--- config.mk ---
export PLATFORM = sky130hd
export DESIGN_NAME = jk_bank_arbiter_flat
export DESIGN_NICKNAME = d
export VERILOG_FILES = /design/src/rtl/jk_pkg.sv /design/src/rtl/jk_bank_arbiter_if.sv /design/src/rtl/rr_arbiter.sv /design/src/rtl/jk_bank_arbiter.sv /design/src/flat_wrapper.sv
export SDC_FILE = /design/constraint.sdc
export NUM_CORES = 1
export LEC_CHECK = 0
export ABC_CLOCK_PERIOD_IN_PS = 5500
export CELL_PAD_IN_SITES_DETAIL_PLACEMENT = 2
export CELL_PAD_IN_SITES_GLOBAL_PLACEMENT = 2
export CORE_MARGIN = 1
export CORE_UTILIZATION = 29
export CTS_CLUSTER_SIZE = 24
export DETAILED_ROUTE_END_ITERATION = 8
export PLACE_DENSITY_LB_ADDON = 0.05
export SLEW_MARGIN = 15
export SYNTH_ARGS = -nofsm -noshare
export SYNTH_HDL_FRONTEND = slang
export SYNTH_SLANG_ARGS = --single-unit
--- constraint.sdc ---
create_clock -name clk -period 5.5 [get_ports clk]
set_clock_uncertainty 0.05 [all_clocks]
set_input_delay 0.825 -clock clk [delete_from_list [all_inputs] [get_ports clk]]
set_output_delay 0.825 -clock clk [all_outputs]
set_load 0.005 [all_outputs]
--- src/rtl/jk_pkg.sv ---
// Shared definitions for the JK bank arbiter: JK op encodings and the
// command record carried from arbitration to the apply stage.
package jk_pkg;

  localparam logic [1:0] JK_HOLD = 2'b00;
  localparam logic [1:0] JK_RST  = 2'b01;
  localparam logic [1:0] JK_SET  = 2'b10;
  localparam logic [1:0] JK_TOG  = 2'b11;

  // Fixed-width fields so one struct serves every parameterisation.
  localparam int CMD_ID_W  = 8;
  localparam int CMD_IDX_W = 8;

  typedef struct packed {
    logic [CMD_ID_W-1:0]  id;
    logic [CMD_IDX_W-1:0] idx;
    logic [1:0]           jk;
  } jk_cmd_t;

endpackage

--- src/rtl/jk_bank_arbiter_if.sv ---
// Requester command bus plus exported JK bank state.
interface jk_bank_arbiter_if #(
  parameter int N_REQ = 4,
  parameter int WIDTH = 8
);
  localparam int IDX_W = $clog2(WIDTH);

  logic [N_REQ-1:0]       req_valid;
  logic [N_REQ-1:0]       req_ready;
  logic [N_REQ*IDX_W-1:0] req_idx;
  logic [N_REQ*2-1:0]     req_jk;
  logic [WIDTH-1:0]       q;
  logic [WIDTH-1:0]       qb;
  logic [N_REQ-1:0]       done;
  logic                   busy;
  logic                   err;

  modport master (
    output req_valid, req_idx, req_jk,
    input  req_ready, q, qb, done, busy, err
  );

  modport slave (
    input  req_valid, req_idx, req_jk,
    output req_ready, q, qb, done, busy, err
  );
endinterface

--- src/rtl/rr_arbiter.sv ---
// Round-robin arbiter: combinational one-hot grant searched from a rotating
// pointer; the pointer moves past the winner only when the grant is taken.
module rr_arbiter #(
  parameter int  N     = 4,
  localparam int PTR_W = (N > 1) ? $clog2(N) : 1
) (
  input  logic             clk,
  input  logic             rst,
  input  logic [N-1:0]     req_i,
  input  logic             advance_i,
  output logic [N-1:0]     grant_o,
  output logic [PTR_W-1:0] grant_idx_o
);
  logic [PTR_W-1:0] ptr_q, ptr_d;
  logic             found;

  always_comb begin
    grant_o     = '0;
    grant_idx_o = '0;
    found       = 1'b0;
    for (int i = 0; i < N; i++) begin
      if (!found && req_i[(int'(ptr_q) + i) % N]) begin
        found                           = 1'b1;
        grant_o[(int'(ptr_q) + i) % N]  = 1'b1;
        grant_idx_o                     = PTR_W'((int'(ptr_q) + i) % N);
      end
    end
  end

  always_comb begin
    ptr_d = ptr_q;
    if (advance_i) begin
      ptr_d = (grant_idx_o == PTR_W'(N - 1)) ? '0 : grant_idx_o + PTR_W'(1);
    end
  end

  always_ff @(posedge clk) begin
    if (rst) ptr_q <= '0;
    else     ptr_q <= ptr_d;
  end
endmodule

--- src/rtl/jk_bank_arbiter.sv ---
// Bank of JK cells shared by N_REQ requesters: round-robin grant, one-stage
// command register, then JK update of the addressed cell.
module jk_bank_arbiter
  import jk_pkg::*;
#(
  parameter int N_REQ = 4,
  parameter int WIDTH = 8
) (
  input logic              clk,
  input logic              rst,
  jk_bank_arbiter_if.slave bus
);
  localparam int IDX_W = $clog2(WIDTH);
  localparam int ID_W  = $clog2(N_REQ);

  logic [N_REQ-1:0] grant;
  logic [ID_W-1:0]  grant_idx;
  logic             hs;

  jk_cmd_t          cmd_q, cmd_d;
  logic             cmd_valid_q, cmd_valid_d;
  logic [WIDTH-1:0] q_q, q_d;
  logic [N_REQ-1:0] done_q, done_d;
  logic             err_q, err_d;

  assign bus.req_ready = rst ? '0 : grant;
  assign hs            = |(bus.req_valid & bus.req_ready);

  rr_arbiter #(.N(N_REQ)) u_rr (
    .clk         (clk),
    .rst         (rst),
    .req_i       (bus.req_valid),
    .advance_i   (hs),
    .grant_o     (grant),
    .grant_idx_o (grant_idx)
  );

  always_comb begin
    cmd_valid_d = hs;
    cmd_d.id    = CMD_ID_W'(grant_idx);
    cmd_d.idx   = CMD_IDX_W'(bus.req_idx[int'(grant_idx)*IDX_W +: IDX_W]);
    cmd_d.jk    = bus.req_jk[int'(grant_idx)*2 +: 2];
  end

  // An out-of-range index matches no cell, so it only raises err.
  always_comb begin
    q_d    = q_q;
    done_d = '0;
    err_d  = err_q;
    if (cmd_valid_q) begin
      if (cmd_q.idx >= CMD_IDX_W'(WIDTH)) err_d = 1'b1;
      for (int i = 0; i < WIDTH; i++) begin
        if (cmd_q.idx == CMD_IDX_W'(i)) begin
          case (cmd_q.jk)
            JK_HOLD: q_d[i] = q_q[i];
            JK_RST:  q_d[i] = 1'b0;
            JK_SET:  q_d[i] = 1'b1;
            JK_TOG:  q_d[i] = ~q_q[i];
          endcase
        end
      end
      for (int r = 0; r < N_REQ; r++) begin
        if (cmd_q.id == CMD_ID_W'(r)) done_d[r] = 1'b1;
      end
    end
  end

  always_ff @(posedge clk) begin
    if (rst) begin
      cmd_q       <= '0;
      cmd_valid_q <= 1'b0;
      q_q         <= '0;
      done_q      <= '0;
      err_q       <= 1'b0;
    end else begin
      cmd_q       <= cmd_d;
      cmd_valid_q <= cmd_valid_d;
      q_q         <= q_d;
      done_q      <= done_d;
      err_q       <= err_d;
    end
  end

  assign bus.q    = q_q;
  assign bus.qb   = ~q_q;
  assign bus.done = done_q;
  assign bus.busy = cmd_valid_q;
  assign bus.err  = err_q;
endmodule

--- src/flat_wrapper.sv ---
// flat-port wrapper written by rule: the top's interface ports become plain ports
module jk_bank_arbiter_flat import jk_pkg::*;
#(
  parameter int N_REQ = 4,
  parameter int WIDTH = 8
)
  (clk, rst, bus_req_valid, bus_req_idx, bus_req_jk, bus_req_ready, bus_q, bus_qb, bus_done, bus_busy, bus_err);
  jk_bank_arbiter_if #(.N_REQ(N_REQ), .WIDTH(WIDTH)) bus_i ();
  input logic clk;
  input logic rst;
  input wire logic [$bits(bus_i.req_valid)-1:0] bus_req_valid;
  input wire logic [$bits(bus_i.req_idx)-1:0] bus_req_idx;
  input wire logic [$bits(bus_i.req_jk)-1:0] bus_req_jk;
  output wire logic [$bits(bus_i.req_ready)-1:0] bus_req_ready;
  output wire logic [$bits(bus_i.q)-1:0] bus_q;
  output wire logic [$bits(bus_i.qb)-1:0] bus_qb;
  output wire logic [$bits(bus_i.done)-1:0] bus_done;
  output wire logic [$bits(bus_i.busy)-1:0] bus_busy;
  output wire logic [$bits(bus_i.err)-1:0] bus_err;
  assign bus_i.req_valid = bus_req_valid;
  assign bus_i.req_idx = bus_req_idx;
  assign bus_i.req_jk = bus_req_jk;
  assign bus_req_ready = bus_i.req_ready;
  assign bus_q = bus_i.q;
  assign bus_qb = bus_i.qb;
  assign bus_done = bus_i.done;
  assign bus_busy = bus_i.busy;
  assign bus_err = bus_i.err;
  jk_bank_arbiter #(.N_REQ(N_REQ), .WIDTH(WIDTH)) u_core (.clk(clk), .rst(rst), .bus(bus_i));
endmodule
# [Word-level counts from Yosys, hierarchy flattened]
# Index checks and enable logic that the tools add are counted.
[word_totals] regBits=34 input_bits=26 out_inout_bits=26 word_cells=136
[classes] add_sub_neg=4 mul=1 order_cmp=9 n_eq_ne=14 shift=2 muxes=44 n_bitwise=18 reduce_logical=27
[op_table] cell="$eq 8x2->1 const B" n=4
[op_table] cell="$eq 8x3->1 const B" n=4
[op_table] cell="$shiftx 12x32->3" n=1
[op_table] cell="$pmux 1 s3" n=8
[op_table] cell="$reduce_and 3->1" n=8
[op_table] cell="$mux 4" n=5
[op_table] cell="$mux 1" n=18
[op_table] cell="$eq 8x1->1 const B" n=2
[op_table] cell="$logic_not 8->1" n=2
[op_table] cell="$lt 3x4->1 const B" n=3
[op_table] cell="$or 4x4->4" n=3
[op_table] cell="$mux 2" n=5
[op_table] cell="$not 1->1" n=10
[op_table] cell="$ge 3x1->1 const B" n=3
[op_table] cell="$bmux 1 s2" n=4
[op_table] cell="$demux 1 s2" n=4
[op_table] cell="$ge 8x4->1 const B" n=1
[op_table] cell="$not 8->8" n=1
[op_table] cell="$reduce_or 2->1" n=4
[op_table] cell="$shiftx 8x4->2" n=1
[op_table] cell="$logic_and 1x1->1" n=7
[op_table] cell="$eq 2x2->1 const B" n=3
[op_table] cell="$add 2x1->2 const B" n=2
[op_table] cell="$add 2x2->2 const B" n=2
[op_table] cell="other kinds (10)" n=14

# [Logic depth before layout (Yosys ltp)]
[depth] word_depth=17 ltp_mapped=11

# [Cells and area by module]
# From an unflattened synthesis, not the netlist that was laid out.
[hier_totals] hier_cells=162 area_unflattened_um2=1515.2
[modules_own_cells] module="jk_bank_arbiter" n_inst=1 cells_per_inst=88 area_per_inst_um2=890.9 seq_area_each_um2=400.4
[modules_own_cells] module="rr_arbiter" n_inst=1 cells_per_inst=74 area_per_inst_um2=624.3 seq_area_each_um2=40.0

# [Worst setup path after synthesis]
# Ideal clock, no wire load.
[synth_timing] path_kind="reg2out" startpoint="reg u_core.u_rr.ptr_q[0]" endpoint="out bus_req_ready[3]" t_arrival_ns=2.302 required_ns=4.625 path_slack_ns=2.323 path_stages_with_launch=10 path_buffers=2 path_cell_list="dfxtp_1 > buf_2 > clkinv_1 > ha_1 > buf_6 > or3b_1 > a2111o_1 > nand2_4 > nand2_1 > a21oi_1"
[synth_via] elab_chain_cells=14 word_cells_on_any_way=57 classes_between="3 x add/sub; 8 x order compare; 27 x mux; 6 x bitwise; 13 x reduce/logical"
[synth_lines] item="start, declared" line_no="rr_arbiter.sv:14" source="logic [PTR_W-1:0] ptr_q, ptr_d;"
[synth_lines] item="start signal, assigned" line_no="rr_arbiter.sv:39" source="else ptr_q <= ptr_d;"
[synth_lines] item="$add 2x1->2" line_no="rr_arbiter.sv:22, rr_arbiter.sv:24"
[synth_lines] item="$reduce_or 2->1 (no line)"
[synth_lines] item="$and 1x1->1 (no line)"
[synth_lines] item="$lt 3x4->1 (not written as such) / $ge 3x1->1 (equally long branches)" line_no="rr_arbiter.sv:24" source="grant_o[(int'(ptr_q) + i) % N] = 1'b1;"
[synth_lines] item="$logic_and 1x1->1 (not written as such)" line_no="rr_arbiter.sv:24"
[synth_lines] item="$mux 1 (not written as such)" line_no="rr_arbiter.sv:24"
[synth_lines] item="$demux 1 s2" line_no="rr_arbiter.sv:24"
[synth_lines] item="$or 4x4->4 (no line)"
[synth_lines] item="$mux 4" line_no="rr_arbiter.sv:22" source="if (!found && req_i[(int'(ptr_q) + i) % N]) begin"
[synth_lines] item="$or 4x4->4 (no line)"
[synth_lines] item="$mux 4" line_no="rr_arbiter.sv:22"
[synth_lines] item="$or 4x4->4 (no line)"
[synth_lines] item="$mux 4 (*)" line_no="rr_arbiter.sv:22"
[synth_lines] item="$mux 4 (*)" line_no="jk_bank_arbiter.sv:26" source="assign bus.req_ready = rst ? '0 : grant;"
[synth_lines] item="end, declared" line_no="flat_wrapper.sv:14" source="output wire logic [$bits(bus_i.req_ready)-1:0] bus_req_ready;"
# Mark *: on every way between the ends. The rest lies on a longest branch, timed or not. The select of a mux whose other input is x is not followed.

# [Final worst setup path]
[layout_timing] startpoint="reg u_core.u_rr.ptr_q[0]" endpoint="out bus_req_ready[0]"
# The elaborated chain is that of the path after synthesis.

==> summary.txt <==
Timing
  – Post-route minimum period: 4.63 ns
  – Fin crit share: 0.842
  – Pins Over Slew Limit: 0
  – Sum Neg Setup Slack: 0 ns
  – Number of setup violations in the final report: 0
  – Worst rel slew slack: 0.480
  – Max Fclk: 216 MHz
  – Measured slew at the worst slew-check pin: 0.778 ns
  – Hold Violations, Final: 0
  – Final critical-path setup slack: 0.872 ns
  – Hold_ws: 0.419 ns
  – Setup repair after global routing missed its margin: false

CTS
  – Number of buffers inserted by post-CTS setup repair: 0
  – Cts bufs inserted: 3
  – Resize count post-CTS: 0
  – Number of clock sinks seen by CTS: 22
  – Hold-fix buffer count after cts: 0
  – Insertion delay to the later sink of the worst-skew pair: 0.26 ns
  – H-tree lvl count: 1
  – Clock tree from TritonCTS: built
  – Number of buffers on the longest clock path: 2
  – Clock-pin transition on the worst setup and hold timing paths: 0.08 ns
  – Buffer cell driving the clock tree root: clkbuf_8

Route
  – Routed wire per std cell: 15.5 µm
  – Vias per Instance: 5.16
  – Total via count in the routed design: 1569
  – Number of DRC markers after the initial detailed-route iteration: 65
  – Total detailed-routing wirelength: 4720 µm
  – DRC: 0
  – Remaining antenna violation count: 0
  – First drt pass iteration count: 4

GRT
  – Global-route wire length before repair: 7990 µm
  – Vias in the first global route: 1697
  – Gr usage total: 0.166
  – Grt ovf: 0
  – Antenna violations before repair: 0
  – Maximum number of pins on one net before global-route repair: 24

Floorplan
  – Initial core utilization: 0.299
  – Floorplan die area: 5960 µm²
  – Core area: 5470 µm²
  – Number of standard-cell rows in the floorplan: 27
  – Die width: 77.2 µm
  – Die Y-Extent: 77.2 µm
  – Number of ports placed on the die boundary: 52

Status
  – Result of the run: finished, final reports clean

Place
  – Final weighted congestion in routability-driven placement: 0.821
  – Post-placement setup slack: 1.11 ns
  – Port Buffers: 50
  – Count of placed standard cells including taps: 300
  – Half-perimeter wire length of the detailed placement result: 3730 µm

Synth
  – Synthesis Warnings: 0
  – Fraction of synthesized cell area taken by the top area cell type: 0.269
  – Biggest area consumer among synthesized cells: dfxtp_1
  – Number of enable-type register cells in the synthesized netlist: 0
  – Number of distinct library cells after synthesis: 48
  – Sequential fraction of the synthesis area: 0.269
  – Post-synthesis async set-or-reset flop share: 0
  – Primary flip-flop cell chosen by synthesis mapping: dfxtp_1
  – Average instance area after synthesis: 8.58 µm²
  – Synth top area cells: dfxtp_1 27%, mux4_2 11%, ha_1 6.1%
  – Number of storage elements in the synthesis netlist: 22
  – Netlist area before placement: 1640 µm²
  – Synthesized Nets: 225
  – Leading cell types by count after synthesis: 22 x dfxtp_1, 17 x nor2_1, 16 x nand2_1
  – Post-Synthesis Cells: 191
  – Most frequent cell after synthesis: dfxtp_1

Power
  – Static Leak: 0.792 nW
  – Power per cell area: 456 nW/µm²
  – Overall power of the completed layout: 1.02 mW
  – Max VDD drop: 164 µV

Worst hold path
  – Hold Crit Depth: 1
  – Path type of the worst min-delay path: flip-flop to flip-flop

Critical path
  – Cells on worst reg2reg path: 8
  – Classification of the worst setup path: flip-flop to output pin
  – Signal arrival time at the worst endpoint: 3.75 ns
  – CP startpoint kind: flip-flop
  – Required time of the worst setup path: 4.62 ns
  – Highest fanout seen on the critical path: 19
  – CP Capture Type: output pin

Cells and area
  – Layout cell share with drive strength beyond 1: 0.0948
  – Filler Cell Count: 633
  – Post-layout instance count excluding filler cells: 304
  – Layout overhead on the synthesized area: 36.1%
  – Antenna cells: 0
  – Count of nets after finishing: 267

Run
  – Number of max-cap violations: 0
==> layout make-up <==
cell class / count / area [µm²] / area share
inverters: 13 / 48.8 / 0.0219
clock inverters: 1 / 30.0 / 0.0135
flip-flops and latches: 22 / 440 / 0.197
clock buffers: 3 / 41.3 / 0.0185
multi-input cells: 142 / 1070 / 0.481
repair buffers: 51 / 508 / 0.228
well taps: 72 / 90.1 / 0.0404
==> per-stage QoR <==
stage                     utilization  instance area, µm²
after CTS                       0.408                2230
after detailed placement        0.395                2160
after global routing            0.408                2230
after global placement          0.395                2160
after floorplan                     -                1640
final                           0.408                2230
==> registers in the layout (all words and copies together) (netlist names) <==
register and flops:
u_core.bus.busy 1, u_core.u_rr.ptr_q 2, u_core.bus.q 8, u_core.bus.done 4, u_core.cmd_q 7
==> per-layer routing <==
metal / vias up / global-route usage / part of all wire
li1: 753 / - / -
met1: 769 / 0.205 / 0.45
met2: 43 / 0.299 / 0.51
met3: 4 / 0.0357 / 0.040
met4: 0 / 0.0226 / 0.0066
met5: - / 0 / 0
==> where the power goes <==
group          leakage (nW)  switching [mW]  internal, mW  total [mW]
Combinational         0.577           0.291         0.316       0.607
Clock                0.0357          0.0529        0.0972       0.150
Sequential            0.180          0.0684         0.193       0.261
Total                 0.792           0.412         0.606        1.02
==> final timing paths <==
check | slack, ns | start | endpoint
min reg2reg | 0.42 | u_core.cmd_q[10]$_SDFF_PP0_ | u_core.bus.done[2]$_SDFF_PP0_
max | 0.87 | u_core.u_rr.ptr_q[0]$_SDFFE_PP0P_ | bus_req_ready[0]
min | 0.42 | u_core.cmd_q[10]$_SDFF_PP0_ | u_core.bus.done[2]$_SDFF_PP0_
max reg2reg | 1.72 | u_core.u_rr.ptr_q[0]$_SDFFE_PP0P_ | u_core.cmd_q[1]$_SDFF_PP0_
==> critical path, cell delays in order, from the launching register on <==
cell,delay [ns]
dfxtp_1,0.83
clkinv_1,0.46
ha_1,0.56
mux4_2,0.47
nor2b_1,0.18
o31ai_1,0.29
a21oi_1,0.08
nor2_1,0.10
clkdlybuf4s50_1,0.50
==> cells by family (layout without fill, tap and decap cells) <==
group | after synthesis | in the layout | share of synthesized area
AO/OA/AOI/OAI | 44 | 44 | 0.183
XOR/XNOR | 1 | 1 | 0.00534
adder cells (fa/ha/maj) | 8 | 8 | 0.0611
buffers and inverters | 27 | 68 | 0.0771
flip-flops | 22 | 22 | 0.269
multiplexers | 16 | 16 | 0.160
other | 1 | 1 | 0.00229
AND/OR/NAND/NOR | 72 | 72 | 0.242
==> layout by cell type (no fill, tap or decap), drive strengths merged, types with 2 or more instances in the layout <==
master	Yosys	routed
mux2	2	2
dfxtp	22	22
nor3b	3	3
mux4	8	8
nand3	8	8
o21ai	12	12
o31ai	2	2
ha	8	8
mux2i	6	6
clkdlybuf4s50	0	50
nand2b	4	4
inv	12	12
nor3	2	2
nand3b	2	2
nor2	17	17
and2	2	2
and3	3	3
nand2	17	17
o211ai	2	2
nor2b	10	10
a21oi	15	15
a22oi	4	4
clkbuf	6	3
Power figures use the tool's default switching activity.
